### src/rtl/rr_decod_arbiter.sv
// rr_decod_arbiter
//   Round-robin arbiter that owns a shared 3-to-8 one-hot decoder on behalf
//   of eight requesters. A winner keeps the grant until it signals done,
//   drops its request, or exhausts the hold limit. Every release is followed
//   by at least one idle cycle, so the decoder output is all-zero between
//   owners.
//
// Ports
//   clk      rising-edge clock
//   rst_n    asynchronous active-low reset
//   req      level-sensitive requests, bit i = requester i
//   done     current owner releases the resource (ignored outside GRANT)
//   gnt_idx  registered index of the current owner (decoder select)
//   gnt_en   registered, high while a grant is active (decoder enable)
//   gnt      registered one-hot grant, 1<<gnt_idx when gnt_en else 0
//   busy     registered, identical to gnt_en
//
// Parameters
//   HOLD_MAX maximum consecutive GRANT cycles per owner, 0 = unlimited
//   CW       hold counter width, 2**CW must exceed HOLD_MAX

module rr_decod_arbiter #(
  parameter int unsigned HOLD_MAX = 15,
  parameter int unsigned CW       = 4
) (
  input  logic       clk,
  input  logic       rst_n,
  input  logic [7:0] req,
  input  logic       done,
  output logic [2:0] gnt_idx,
  output logic       gnt_en,
  output logic [7:0] gnt,
  output logic       busy
);

  localparam logic S_IDLE  = 1'b0;
  localparam logic S_GRANT = 1'b1;

  localparam int unsigned   HOLD_LAST_I = (HOLD_MAX == 0) ? 0 : HOLD_MAX - 1;
  localparam logic [CW-1:0] HOLD_LAST   = CW'(HOLD_LAST_I);
  localparam logic          HOLD_EN     = (HOLD_MAX != 0);

  logic          r_state;
  logic [2:0]    r_ptr;
  logic [CW-1:0] r_cnt;
  logic [2:0]    r_idx;
  logic          r_en;
  logic [7:0]    r_gnt;

  logic          w_state_nx;
  logic [2:0]    w_ptr_nx;
  logic [CW-1:0] w_cnt_nx;
  logic [2:0]    w_idx_nx;
  logic          w_en_nx;
  logic [7:0]    w_gnt_nx;

  logic          w_found;
  logic [2:0]    w_sel;
  logic [2:0]    w_cand;
  logic          w_hold_hit;
  logic          w_release;

  // Circular scan starting at r_ptr; the first set request wins.
  always_comb begin
    w_found = 1'b0;
    w_sel   = r_ptr;
    w_cand  = r_ptr;
    for (int unsigned i = 0; i < 8; i++) begin
      w_cand = r_ptr + 3'(i);
      if (!w_found && req[w_cand]) begin
        w_found = 1'b1;
        w_sel   = w_cand;
      end
    end
  end

  // Only the owner's own request line is observed while granted; done and a
  // withdrawn request on the same edge collapse into one release.
  always_comb begin
    w_hold_hit = HOLD_EN && (r_cnt == HOLD_LAST);
    w_release  = done || !req[r_idx] || w_hold_hit;
  end

  always_comb begin
    w_state_nx = r_state;
    w_ptr_nx   = r_ptr;
    w_cnt_nx   = r_cnt;
    w_idx_nx   = r_idx;
    w_en_nx    = r_en;
    w_gnt_nx   = r_gnt;
    case (r_state)
      S_IDLE: begin
        if (w_found) begin
          w_state_nx = S_GRANT;
          w_idx_nx   = w_sel;
          w_en_nx    = 1'b1;
          w_gnt_nx   = 8'(1) << w_sel;
          w_cnt_nx   = '0;
        end
      end
      S_GRANT: begin
        if (w_release) begin
          // gnt_idx is left as-is; it is a don't-care once gnt_en drops.
          w_state_nx = S_IDLE;
          w_en_nx    = 1'b0;
          w_gnt_nx   = '0;
          w_ptr_nx   = r_idx + 3'd1;
          w_cnt_nx   = '0;
        end else if (r_cnt != '1) begin
          w_cnt_nx = r_cnt + 1'b1;
        end
      end
      default: begin
        w_state_nx = S_IDLE;
        w_en_nx    = 1'b0;
        w_gnt_nx   = '0;
      end
    endcase
  end

  always_ff @(posedge clk or negedge rst_n) begin
    if (!rst_n) begin
      r_state <= S_IDLE;
      r_ptr   <= '0;
      r_cnt   <= '0;
      r_idx   <= '0;
      r_en    <= 1'b0;
      r_gnt   <= '0;
    end else begin
      r_state <= w_state_nx;
      r_ptr   <= w_ptr_nx;
      r_cnt   <= w_cnt_nx;
      r_idx   <= w_idx_nx;
      r_en    <= w_en_nx;
      r_gnt   <= w_gnt_nx;
    end
  end

  assign gnt_idx = r_idx;
  assign gnt_en  = r_en;
  assign gnt     = r_gnt;
  assign busy    = r_en;

endmodule

### config.mk
export PLATFORM = sky130hd
export DESIGN_NAME = rr_decod_arbiter
export DESIGN_NICKNAME = d
export VERILOG_FILES = /design/src/rtl/rr_decod_arbiter.sv
export SDC_FILE = /design/constraint.sdc
export NUM_CORES = 1
export LEC_CHECK = 0
export ABC_AREA = 0
export CAP_MARGIN = 0
export CORE_ASPECT_RATIO = 0.5
export CORE_MARGIN = 5
export CORE_UTILIZATION = 56
export CTS_CLUSTER_DIAMETER = 40
export DETAILED_ROUTE_END_ITERATION = 10
export GPL_TIMING_DRIVEN = 0
export MAX_ROUTING_LAYER = met4
export PLACE_DENSITY = 0.87
export SLEW_MARGIN = 20
export SYNTH_ARGS = -nofsm -noshare
export SYNTH_HDL_FRONTEND = slang
export SYNTH_SLANG_ARGS = --single-unit
### constraint.sdc
create_clock -name clk -period 4.5 [get_ports clk]
set_clock_uncertainty 0.15 [all_clocks]
set_input_delay 0.9 -clock clk [delete_from_list [all_inputs] [get_ports clk]]
set_output_delay 0.9 -clock clk [all_outputs]
set_load 0.02 [all_outputs]
# ---- Word-level counts from Yosys, hierarchy flattened
# Cells that the tools add are included.
dict set report word_totals {
  regBits 20
  inputBits 11
  out_inout_bits 13
  wordCells 98
}
dict set report op_classes {
  n_addsub 9
  n_lt_le_gt_ge 9
  eq_ne 5
  shift 1
  mux 46
  n_bitwise 1
  n_reduce_logical 21
}
# operator n
set op_table {}
lappend op_table {{less-than comparator 3 x 4 -> 1 bit (second input constant)} 9}
lappend op_table {{binary-select mux 1 bit (select 3 bit)} 9}
lappend op_table {{2-to-1 mux 1 bit} 21}
lappend op_table {{2-to-1 mux 3 bit} 7}
lappend op_table {{2-to-1 mux 8 bit} 2}
lappend op_table {{case mux 8 bit (2 select lines)} 1}
lappend op_table {{adder 3 bit (second input constant)} 4}
lappend op_table {{2-to-1 mux 4 bit} 3}
lappend op_table {{zero test 1 bit} 8}
lappend op_table {{case mux 4 bit (2 select lines)} 1}
lappend op_table {{AND reduction 2 bit} 4}
lappend op_table {{<< shifter 1 x 3 -> 8 bit (first input constant)} 1}
lappend op_table {{logical AND 1 bit} 7}
lappend op_table {{adder 3 x 1 -> 3 bit (second input constant)} 2}
lappend op_table {{adder 3 x 2 -> 3 bit (second input constant)} 2}
lappend op_table {{adder 4 x 1 -> 4 bit (second input constant)} 1}
lappend op_table {{== test 4 bit (second input constant)} 1}
lappend op_table {{inequality test 4 bit (second input constant)} 1}
lappend op_table {{case mux 1 bit (2 select lines)} 2}
lappend op_table {{inequality test 3 x 1 -> 1 bit (second input constant)} 1}
lappend op_table {{logical OR 1 bit} 2}
lappend op_table {{inequality test 2 x 1 -> 1 bit (second input constant)} 1}
lappend op_table {{inequality test 2 bit (second input constant)} 1}
lappend op_table {{NOT 1 bit} 1}

# ---- Longest topological paths before layout
dict set report logic_depth {
  depth_word 27
  mapped_depth 13
  depth_no_buf 9
}

# ---- Worst setup path before layout
# OpenSTA, ideal clock, no wires.
dict set report synth_timing {
  path_kind {reg2reg}
  from {register r_ptr[1]}
  to {register r_cnt[0]}
  setup_ns 0.128
  arrival_time_ns 3.271
  required_ns 4.222
  setup_slack_ns 0.951
  path_stages_with_launch 12
  path_buffers 3
  period_less_slack_ns 3.549
  path_cell_list {dfrtp_1 -> buf_2 -> clkbuf_1 -> inv_1 -> ha_1 -> buf_2 -> mux4_2 -> mux2i_2 -> a22o_1 -> nand4_1 -> o22ai_2 -> mux2_1}
}
dict set report synth_between {
  elab_chain_cells 26
  word_cells_on_any_way 47
  classes_between {add/sub (7); eq/ne (1); mux (24); reduce/logical (15)}
}
# element line
set synth_lines {}
lappend synth_lines {{from (decl)} 44} ;# logic [2:0] r_ptr;
lappend synth_lines {{from (signal assigned)} 131} ;# r_ptr <= w_ptr_nx;
lappend synth_lines {{parallel branches: the longest is 23 deep, another holds adder 3 x 1 -> 3 bit} --}
lappend synth_lines {{2-to-1 mux 1 bit *} 70} ;# if (!w_found && req[w_cand]) begin
lappend synth_lines {{inequality test 2 bit (no line) *} --}
lappend synth_lines {{AND reduction 2 bit (no line) *} --}
lappend synth_lines {{to (signal assigned)} 132} ;# r_cnt <= w_cnt_nx;
lappend synth_lines {{to (decl)} 45} ;# logic [CW-1:0] r_cnt;
# Every way passes the cells marked *. The select of a mux whose other input is x is not followed.
# A chain may end at the register's enable or synchronous reset.

# ---- Final worst setup path
# Ends and elaborated chain as after synthesis.

==> impl_metrics.yaml <==
run_status:
  status: "complete, no violations"
run:
  maxCapViolCount: 0
synthesis:
  yosysTopAreaCell: "dfrtp_1"
  synth_area_leaders: "dfrtp_1, mux4_2, mux2i_1"
  syn-cell-area_sq_um: 1980
  yosys-top-cells-count: "nand2_1, dfrtp_1, mux4_2"
  yosys_warnings: 0
  ys_ff_latch: 20
  syn_nets: 215
  synth_top_flop_cell: "dfrtp_1"
  async_flop_share_pct: 100
  yosysMostFrequentCell: "nand2_1"
  yosysTopAreaCellShare_pct: 25.3
  syn_avg_cell_area_sq_um: 9.96
  synth-seq-area-share_pct: 25.3
  synth-edff-count: 0
  netlist_instances: 199
  ys_types: 59
critical_path:
  cp-start-kind: "flip-flop"
  rr_startpoint: "r_ptr[1]"
  crit-reg2reg-capture: "r_cnt[0]"
  r2r_cells: 10
  crit_path_start: "r_ptr[1]"
  crit_fanout: 18
  cp.arrival_ns: 3.89
  critPathCapture: "r_cnt[0]"
  cp.required_ns: 4.49
  critical_path_class: "reg2reg"
  endpoint_kind: "flip-flop"
  r2r_setup_slack_ns: 0.60
grt:
  grt_start_max_net_pins: 21
  track_usage_pct: 23.4
  grt_pass1_vias: 1839
  overflow: 0
  grt_pass1_wl_mm: 8.79
  antenna_found_initial: 0
sta:
  tns_ns: 0
  worst_slew_pin_slew_ns: 0.865
  finalCriticalPeriod_ns: 3.90
  hold_violations: 0
  fmax_ghz: 0.256
  max_slew_margin_pct: 42.1
  post-route-period-util_pct: 86.7
  report.final.slew_viol_count: 0
  rsz0062_at_grt: "no"
  timing.hold.ws_ns: 0.339
  setup_violations: 0
min_path:
  hold_path_depth: 2
  hp-class: "reg2reg"
finish:
  n_antenna_cell: 0
  nNetsFinal: 242
  drive_gt1_share_pct: 19.1
  area_growth_pct: 18.2
  fillers: 251
clocking:
  htreeDepth: 1
  root_buffer: "clkbuf_8"
  cts_sinks: 20
  ctsResizeCount: 0
  cts_tree: "done"
  postCtsSetupBuffers: 0
  postCtsHoldBufs: 0
  cts-buffers-inserted: 3
  clk_pin_slew_ns: 0.08
  cts_buffer_depth: 2
  clock_latency_ns: 0.26
routing:
  route.met2.wl_mm: 2.41
  ant_nets: 0
  vias_per_cell: 6.66
  drt-pass1-iter-count: 5
  wl_met3_um: 288
  wl_mm: 5.06
  drt-met1-wl_mm: 2.24
  routed.top_layer: "met4"
  dr_total_vias: 1838
  drc: 0
  wl_per_cell_um: 18.3
  dr.first_iter.drc_count: 121
die:
  dieArea_sq_um: 4900
  core-area_sq_um: 3420
  start_util_pct: 58.0
  row_count: 15
  io_pins: 24
  die_w_um: 94.1
  die_y_um: 52.1
placement:
  place.gp.congestion: 0.893
  portBuffers: 23
  dp_hpwl_mm: 3.76
per-stage QoR:
stage / cell area [sq um] / util, % / cells / worst slack [ns]
4_1_cts: 2350 / 68.7 / 277 / 0.344
5_1_grt: 2340 / 68.6 / 276 / 0.339
3_3_place_gp: 2280 / 66.6 / 273 / 0.447
6_report: 2340 / 68.6 / 276 / 0.598
3_5_place_dp: 2280 / 66.6 / 273 / 0.367
2_1_floorplan: 1980 / - / 199 / 0.951
per-layer routing:
metal  vias to the layer above  track usage, %
li1                        833               -
met1                       910            30.7
met2                        77            38.0
met3                        18            2.75
met4                         0            8.87
met5                         -               -
layout make-up:
| cell class | count | area [sq um] | area share [%] |
|---|---|---|---|
| tap | 51 | 63.8 | 2.72 |
| clock inverter | 1 | 30.0 | 1.28 |
| multi-input combinational | 160 | 1390 | 59.4 |
| buffer | 10 | 55.1 | 2.35 |
| sequential | 20 | 500 | 21.4 |
| inverter | 8 | 30.0 | 1.28 |
| clock buffer | 3 | 41.3 | 1.76 |
| timing repair buffer | 23 | 230 | 9.82 |
state kept, by name (all words and copies together), names as in the netlist:
signal / flops
gnt_idx: 3
r_state: 1
gnt: 8
r_ptr: 3
r_cnt: 4
busy: 1
how the worst min path moves through the flow:
stage,slack (ns),from,endpoint
6_report,0.34,gnt[0],gnt[0]
2_1_floorplan,0.35,r_cnt[1],r_cnt[1]
3_3_place_gp,0.31,gnt[0],gnt[0]
5_1_grt,0.37,gnt[7],gnt[7]
4_1_cts,0.34,gnt[1],gnt[1]
3_5_place_dp,0.32,gnt[3],gnt[3]
cell families (layout without fill, tap and decap cells):
family	count (synthesis)	after routing	share of synthesized area, %
compound gates	59	59	23.7
simple gates	58	58	14.3
mux	32	32	26.5
flops	20	20	25.3
buf+inv	19	45	4.48
xor+xnor	6	6	2.65
fa+ha+maj	5	5	3.16
cells in the final DEF (no fill, tap or decap), types with 3 or more instances in the layout:
cell type        Yosys  routed
clkbuf_8             0       3
a21oi_1              7       7
buf_2                5       5
mux2_2               5       5
o31ai_1             10      10
ha_1                 5       5
clkdlybuf4s50_1      0      23
inv_1                8       8
xor2_1               4       4
o21ai_0              4       4
o221ai_1             4       4
nor2_1               7       7
nand2_1             24      24
o21a_1               4       4
mux2i_1              9       9
nand3_1              7       7
o21ai_1              4       4
mux4_2              15      15
nand2b_1             4       4
dfrtp_1             20      20
worst max-delay path, cell delays in order, from the launching register on:
cell and delay (ns):
dfrtp_1 0.34, buf_2 0.37, inv_1 0.18, ha_1 0.30, buf_2 0.21, mux4_2 0.54
mux2i_2 0.36, a22o_1 0.33, nand4_1 0.26, o22ai_2 0.38, mux2_1 0.35
Power is not shown: default switching activity piles up to over one toggle a cycle in this logic, so the estimate is an artifact.
